File: src/rtl/serial_adder.sv
// -----------------------------------------------------------------------------
// serial_adder -- bit-serial adder around a single fulladder cell
//
// Purpose:
//   Accepts two WIDTH-bit operands, adds them LSB-first one bit per cycle
//   through one fulladder instance (carry kept in a flop), and presents the
//   WIDTH-bit sum plus final carry-out.
//
// Handshakes (both sides): a transfer happens on a posedge where valid and
//   ready are both 1. in_ready is high only in IDLE and out_valid only in
//   DONE; neither ready depends combinationally on the opposite valid.
//   out_sum/out_cout are held stable while out_valid=1 and out_ready=0.
//
// Optional feature:
//   SERIAL_ADDER_SUB_EN -- when defined, adds the in_sub port. in_sub=1 at
//   acceptance computes A - B (b inverted, carry-in forced to 1); out_cout=1
//   then means "no borrow". When undefined the block is add-only.
//
// Ports:
//   clk        in   1      clock, all state updates on posedge
//   rst        in   1      synchronous active-high reset
//   in_valid   in   1      operands valid
//   in_ready   out  1      block can accept operands (state == IDLE)
//   in_a       in   WIDTH  operand A
//   in_b       in   WIDTH  operand B
//   in_cin     in   1      initial carry-in
//   in_sub     in   1      subtract select (SERIAL_ADDER_SUB_EN only)
//   out_valid  out  1      result valid (state == DONE)
//   out_ready  in   1      consumer accepts result
//   out_sum    out  WIDTH  (A + B + cin) mod 2^WIDTH
//   out_cout   out  1      final carry-out
//
// Debug visibility: the FSM state is the enum signal `state` inside this
//   module, and the bit index is `count`.
// -----------------------------------------------------------------------------

// Single-bit full adder cell.
//   a, b, cin : addend bits and carry-in
//   s, cout   : sum bit and carry-out
module fulladder (
    input  logic a,
    input  logic b,
    input  logic cin,
    output logic s,
    output logic cout
);
    assign s    = a ^ b ^ cin;
    assign cout = (a & b) | (a & cin) | (b & cin);
endmodule

module serial_adder #(
    parameter int WIDTH = 8
) (
    input  logic             clk,
    input  logic             rst,
    input  logic             in_valid,
    output logic             in_ready,
    input  logic [WIDTH-1:0] in_a,
    input  logic [WIDTH-1:0] in_b,
    input  logic             in_cin,
`ifdef SERIAL_ADDER_SUB_EN
    input  logic             in_sub,
`endif
    output logic             out_valid,
    input  logic             out_ready,
    output logic [WIDTH-1:0] out_sum,
    output logic             out_cout
);

    localparam int CW = $clog2(WIDTH + 1);
    localparam logic [CW-1:0] LAST_BIT = CW'(WIDTH - 1);

    typedef enum logic [1:0] {
        IDLE = 2'd0,
        RUN  = 2'd1,
        DONE = 2'd2
    } state_t;

    state_t state;
    state_t state_next;

    logic [WIDTH-1:0] a_sh;
    logic [WIDTH-1:0] b_sh;
    logic [WIDTH-1:0] sum_sh;
    logic [WIDTH-1:0] sum_shift;
    logic             carry;
    logic [CW-1:0]    count;

    logic             accept;
    logic             step;

    logic [WIDTH-1:0] b_load;
    logic             cin_load;

    logic             fa_s;
    logic             fa_cout;

    // ------------------------------------------------------------------
    // Operand conditioning at acceptance. Subtraction is A + ~B + 1, so
    // the inverted B goes into the shift register and the carry starts at 1.
    // ------------------------------------------------------------------
`ifdef SERIAL_ADDER_SUB_EN
    always_comb begin
        b_load   = in_b;
        cin_load = in_cin;
        if (in_sub) begin
            b_load   = ~in_b;
            cin_load = 1'b1;
        end
    end
`else
    always_comb begin
        b_load   = in_b;
        cin_load = in_cin;
    end
`endif

    // ------------------------------------------------------------------
    // The one and only full-adder cell: it always sees the LSBs of the
    // operand shift registers and the stored carry.
    // ------------------------------------------------------------------
    fulladder u_fa (
        .a    (a_sh[0]),
        .b    (b_sh[0]),
        .cin  (carry),
        .s    (fa_s),
        .cout (fa_cout)
    );

    // New sum bits enter at the MSB so that after WIDTH steps the first
    // (LSB) result bit has arrived at bit 0. WIDTH=1 has no bits to keep.
    generate
        if (WIDTH == 1) begin : g_sum_w1
            assign sum_shift = fa_s;
        end else begin : g_sum_wn
            assign sum_shift = {fa_s, sum_sh[WIDTH-1:1]};
        end
    endgenerate

    // ------------------------------------------------------------------
    // FSM: state register
    // ------------------------------------------------------------------
    always_ff @(posedge clk) begin
        if (rst) begin
            state <= IDLE;
        end else begin
            state <= state_next;
        end
    end

    // ------------------------------------------------------------------
    // FSM: next state and control strobes
    // ------------------------------------------------------------------
    always_comb begin
        state_next = state;
        accept     = 1'b0;
        step       = 1'b0;
        in_ready   = 1'b0;
        out_valid  = 1'b0;
        unique case (state)
            IDLE: begin
                in_ready = 1'b1;
                if (in_valid) begin
                    accept     = 1'b1;
                    state_next = RUN;
                end
            end
            RUN: begin
                step = 1'b1;
                // The last bit is summed on this edge, so the result is
                // complete when DONE is entered.
                if (count == LAST_BIT) begin
                    state_next = DONE;
                end
            end
            DONE: begin
                out_valid = 1'b1;
                if (out_ready) begin
                    state_next = IDLE;
                end
            end
            default: begin
                state_next = IDLE;
            end
        endcase
    end

    // ------------------------------------------------------------------
    // Datapath registers
    // ------------------------------------------------------------------
    always_ff @(posedge clk) begin
        if (rst) begin
            a_sh   <= '0;
            b_sh   <= '0;
            sum_sh <= '0;
            carry  <= 1'b0;
            count  <= '0;
        end else if (accept) begin
            a_sh   <= in_a;
            b_sh   <= b_load;
            carry  <= cin_load;
            count  <= '0;
        end else if (step) begin
            a_sh   <= a_sh >> 1;
            b_sh   <= b_sh >> 1;
            sum_sh <= sum_shift;
            carry  <= fa_cout;
            count  <= count + 1'b1;
        end
    end

    // The result registers double as the output holding registers; they
    // only change during RUN, so they stay stable throughout DONE.
    assign out_sum  = sum_sh;
    assign out_cout = carry;

endmodule
File: config.mk
export PLATFORM = sky130hd
export DESIGN_NAME = serial_adder
export DESIGN_NICKNAME = d
export VERILOG_FILES = /design/src/rtl/serial_adder.sv
export SDC_FILE = /design/constraint.sdc
export NUM_CORES = 1
export LEC_CHECK = 0
export CAP_MARGIN = 20
export CELL_PAD_IN_SITES_DETAIL_PLACEMENT = 0
export CELL_PAD_IN_SITES_GLOBAL_PLACEMENT = 1
export CORE_AREA = 2 2 75 62
export CTS_CLUSTER_SIZE = 25
export DETAILED_ROUTE_END_ITERATION = 6
export DIE_AREA = 0 0 77 64
export GPL_ROUTABILITY_DRIVEN = 1
export PLACE_DENSITY_LB_ADDON = 0.1
export SLEW_MARGIN = 20
export SYNTH_ARGS = -nofsm -noshare
export SYNTH_HDL_FRONTEND = slang
export SYNTH_SLANG_ARGS = --single-unit
File: constraint.sdc
create_clock -name clk -period 1.6 [get_ports clk]
set_clock_uncertainty 0.15 [all_clocks]
set_input_delay 0.32 -clock clk [delete_from_list [all_inputs] [get_ports clk]]
set_output_delay 0.32 -clock clk [all_outputs]
set_load 0.02 [all_outputs]
# After elaboration in Yosys (flattened, before gate mapping)

Index checks and enable logic that the tools add are counted.

Register bits: 31
Output and inout port bits: 11
Word-level logic and storage cells: 41

Add/sub/neg operators: 1
Equality and inequality tests: 6
Mux-type cells: 15
Bitwise gates (word level): 8
Reduce and logical (&&, ||, !) cells: 5

Operators with widths:

| operator              | number |
|---|---|
| $mux W8               | 4 |
| $mux W1               | 7 |
| $mux W2               | 3 |
| $ne A2 B2 Y1 const B  | 3 |
| $pmux W2 S3           | 1 |
| $add A4 B1 Y4 const B | 1 |
| $eq A4 B3 Y1 const B  | 1 |
| $and A1 B1 Y1         | 3 |
| $reduce_and A3 Y1     | 1 |
| $eq A2 B1 Y1 const B  | 1 |
| $eq A2 B2 Y1 const B  | 1 |
| $logic_not A2 Y1      | 1 |
| $or A1 B1 Y1          | 2 |
| $reduce_and A2 Y1     | 1 |
| $reduce_bool A2 Y1    | 1 |
| $reduce_or A2 Y1      | 1 |
| $xor A1 B1 Y1         | 2 |
| $not A1 Y1            | 1 |

# Logic depth before layout (Yosys ltp)

Depth in word-level cells: 5
Gate-level depth with buffers: 6
Mapped depth without buffers: 4

# By module

Synthesis repeated with hierarchy kept, for this count alone.

Cells, all modules: 174
Area total of the unflattened synthesis: 1453.9 um2

By module, submodules not included:

| module       | times used | cells each | area an instance (um2) |
|---|---|---|---|
| serial_adder | 1          | 173        | 1433.9 |
| fulladder    | 1          | 1          | 20.0 |

# Least setup slack after synthesis

Ideal clock, no wire load.

Path type: register to output
From: reg state[0]
To: out in_ready
Arrival time: 0.995 ns
Data required time: 1.130 ns
Slack: 0.135 ns
Cell stages (with the launch flop): 4
Buffers on the path: 2
Path through: dfxtp_1 -> buf_2 -> buf_1 -> nor2_1

Cells in the longest elaborated chain, start to end: 2

Ends and longest elaborated chain:

| element                | RTL line | text |
|---|---|---|
| from (decl)            | 79       | `state_t state;` |
| from (signal assigned) | 147      | `state <= state_next;` |
| $logic_not A2 Y1       | 160      | `unique case (state)` |
| $mux W1                | 160      |  |
| to (decl)              | 57       | `output logic in_ready,` |

No other way between the ends.

# Final worst setup path

From: reg state[1]
To: reg count[3]

Cells in the longest elaborated chain, start to end: 3
Elaborated cells between the ends (all ways): 5
Those cells by class: eq/ne (1); mux (2); reduce/logical (2)

Ends and longest elaborated chain:

| element                           | RTL line | text |
|---|---|---|
| $logic_not A2 Y1                  | 160      |  |
| $mux W1                           | 160      |  |
| $reduce_or A2 Y1 (no source line) | n/a      |  |
| to (signal assigned)              | 208      | `count <= count + 1'b1;` |
| to (decl)                         | 87       | `logic [CW-1:0] count;` |

Several ways; a longest one is shown, not always the timed one.
A chain may end at the register's enable or synchronous reset.

==> qor.txt <==
yosys synthesis warning count = 0
most common cell in the synthesized netlist = dfxtp_1
CTS tree = yes
Clock Power Share = 34.0%
global-route usage over all layers = 15.79%
final core utilization = 47.56%
nets = 233
Initial DRT Pass Iterations = 7
Leakage = 0.0008003 uW
Sequential Power Share = 49.7%
final worst path period need = 1.527 ns
max-slew violations = 0
initial antenna violation count = 0
Worst Hold Class = flop to flop
fillers = 444
Final Hold Fails = 0
RR Startpoint = state[1]$_SDFFE_PP0P_
layout cells sized above 1 = 18.48%
switching power = 440.5 uW
TritonCTS buffer count = 5
Hold Startpoint = out_sum[0]$_SDFFE_PP0P_
CP Launch Type = flop
Top Layer Used = met4
die height = 64 um
pin count of the biggest net entering global routing = 32
Critical Path Slowest Stage Cell = or3_4
flops & latches, synth = 31
sw frac = 25.67%
fmax = 0.6551 GHz
slowest stage delay, CP = 0.38 ns
CP required = 1.65 ns
Crit path top cell by count = buf_4
Yosys top cell area share = 41.51%
asr flop ratio synth = 0%
Congestion Overflow GR = 0
unrepaired setup endpoints after global routing = no
Int Power = 1276 uW
Synth top cells by count = dfxtp_1, a21oi_1, nand2_1
crit path buf inv count = 2
max capacitance violation total = 0
CTS max path bufs = 2
Clk pin slew, worst setup/hold paths = 0.07 ns
status = complete, no violations
1st-iter DRT viols = 86
arrival time worst endpoint = 1.58 ns
H-tree depth = 2
clock sink count = 31
chip width = 77 um
cell family with most CP delay = simple AND/OR/NAND/NOR gates
critical path capture point type = flop
M1 WL = 1593 um
Final Setup Violations = 0
Initial Utilization = 36.02%
Post-synth EDFFs = 0
PwrDens = 869.2 mW/mm^2
synthesized area per cell = 8.447 um^2
Vias per Instance = 5.153
crit path cell chain = buf_4 -> buf_4 -> nand2b_4 -> or3_4 -> a31oi_1
hpwl dp = 2429 um
Critical Path Source = state[1]$_SDFFE_PP0P_
wire per inst = 13.10 um
post-synthesis cell count = 177
largest cells by area after synthesis = dfxtp_1, a21oi_1, o221a_2
DR WL met2 = 1677 um
worst setup margin = 0.07342 ns
antenna-violating nets left = 0
Ports = 32
clk root buf = clkbuf_8
row cnt = 21
Place WS = -0.3144 ns
area delta synth->final = 32.05%
Max IR drop VDD = 496.0 uV
global placement routability congestion = 0.7169
kind of critical path = flop to flop
total power = 1716 uW
sequential element share of the synthesized area = 41.51%
first-pass GRT wire length = 6175 um
Port Buffers = 31
Inserted Diodes = 0
Syn Nets = 200
DRC viols = 0
Max FO, Critical Path = 11
largest area contributor in the netlist = dfxtp_1
vias post-DR = 1381
Worst-Skew Late Latency = 0.27 ns
ys flop type = dfxtp_1
routed length on met3 = 222 um
Hold Buf Count CTS = 0
synthesized cell area = 0.001495 mm^2
vias in the first global route = 1413
worst-margin pin slew = 0.2574 ns
post-synthesis cell type count = 35
Final period util = 95.41%
Comb power frac = 16.3%
Die Area = 0.004928 mm^2
Placeable Area = 0.004151 mm^2
wirelength, routed = 3511 um
slew margin rel. = 82.81%
-- worst reg2reg max path: cells and delay by family, from the launching register on --
kind,cells,cell delay [ns]
buffers and inverters,2,0.28
AO/OA/AOI/OAI,1,0.13
flip-flops,1,0.32
AND/OR/NAND/NOR,2,0.57
-- final timing paths --
path	end	slack, ns	cells after the start
worst max register to register	count[3]$_SDFFE_PP0N_	0.07	5
worst max-delay path	count[3]$_SDFFE_PP0N_	0.07	5
worst min-delay path	out_sum[0]$_SDFFE_PP0P_	0.31	2
worst min register to register	out_sum[0]$_SDFFE_PP0P_	0.31	2
-- cell families (layout without fill, tap and decap cells) --
logic type	count (synthesis)	in the layout	share of synthesized area, %
AO/OA/AOI/OAI	55	55	25.69
flip-flops	31	31	41.51
adder cells (fa/ha/maj)	2	2	2.176
buffers and inverters	25	59	7.950
AND/OR/NAND/NOR	64	64	22.68
-- power by group through the flow --
| stage | combinational [uW] | sequential (uW) | clock [uW] |
|---|---|---|---|
| after floorplan | 171 | 870 | 0 |
| after global placement | 275 | 869 | 0 |
| after detailed placement | 283 | 870 | 0 |
| after CTS | 279 | 853 | 609 |
| after global routing | 312 | 861 | 657 |
| final | 280 | 853 | 583 |
-- through the flow --
step | cell area [um^2] | hold WS (ns) | std cells | setup TNS (ns)
2_1_floorplan | 1495 | 0.2994 | 177 | 0
3_3_place_gp | 1883 | 0.2948 | 260 | -4.856
3_5_place_dp | 1883 | 0.3046 | 260 | -5.612
4_1_cts | 1952 | 0.3115 | 268 | 0
5_1_grt | 1974 | 0.3337 | 268 | 0
6_report | 1974 | 0.3074 | 268 | 0
-- final cells by class --
cell class                 count  area [um^2]  area share, %
multi-input combinational    121        769.5          38.97
sequential                    31        621.8          31.50
timing repair buffer          41        392.9          19.90
clock buffer                   7        76.32          3.866
tap                           57        71.32          3.612
inverter                      10        37.54          1.901
clock inverter                 1        5.005         0.2535
-- routing by layer --
| metal | vias to the layer above | track usage (%) |
|---|---|---|
| li1 | 685 | - |
| met1 | 645 | 19.11 |
| met2 | 49 | 27.41 |
| met3 | 2 | 3.814 |
| met4 | 0 | 5.804 |
| met5 | - | 0 |
-- registers in the layout, indices dropped and copies added, names as in the netlist --
| signal | count |
|---|---|
| b_sh | 8 |
| out_cout | 1 |
| a_sh | 8 |
| state | 2 |
| out_sum | 8 |
| count | 4 |
-- layout by cell type, fill, tap and decap left out, types with 2 or more instances in the layout --
master,netlist,routed
or3b_1,2,2
dfxtp_1,31,30
buf_6,2,2
nand2_1,20,20
nand3_1,2,2
clkbuf_1,6,2
inv_1,10,10
o22ai_1,2,2
nor2b_1,5,4
clkbuf_8,0,5
nor3_1,6,6
dlygate4sd2_1,0,9
o22a_1,8,8
o221a_2,10,10
buf_4,1,7
or3b_2,3,3
clkdlybuf4s50_1,0,19
nor2_1,12,12
nand2b_1,7,6
a21oi_1,29,29
-- repair_timing --
item	in CTS	in global routing
pin swaps	0	1
gates resized for setup	17	7
endpoints found under the setup margin	14	22
buffers inserted	0	0
No activity file was read; power rests on OpenSTA's default activity.
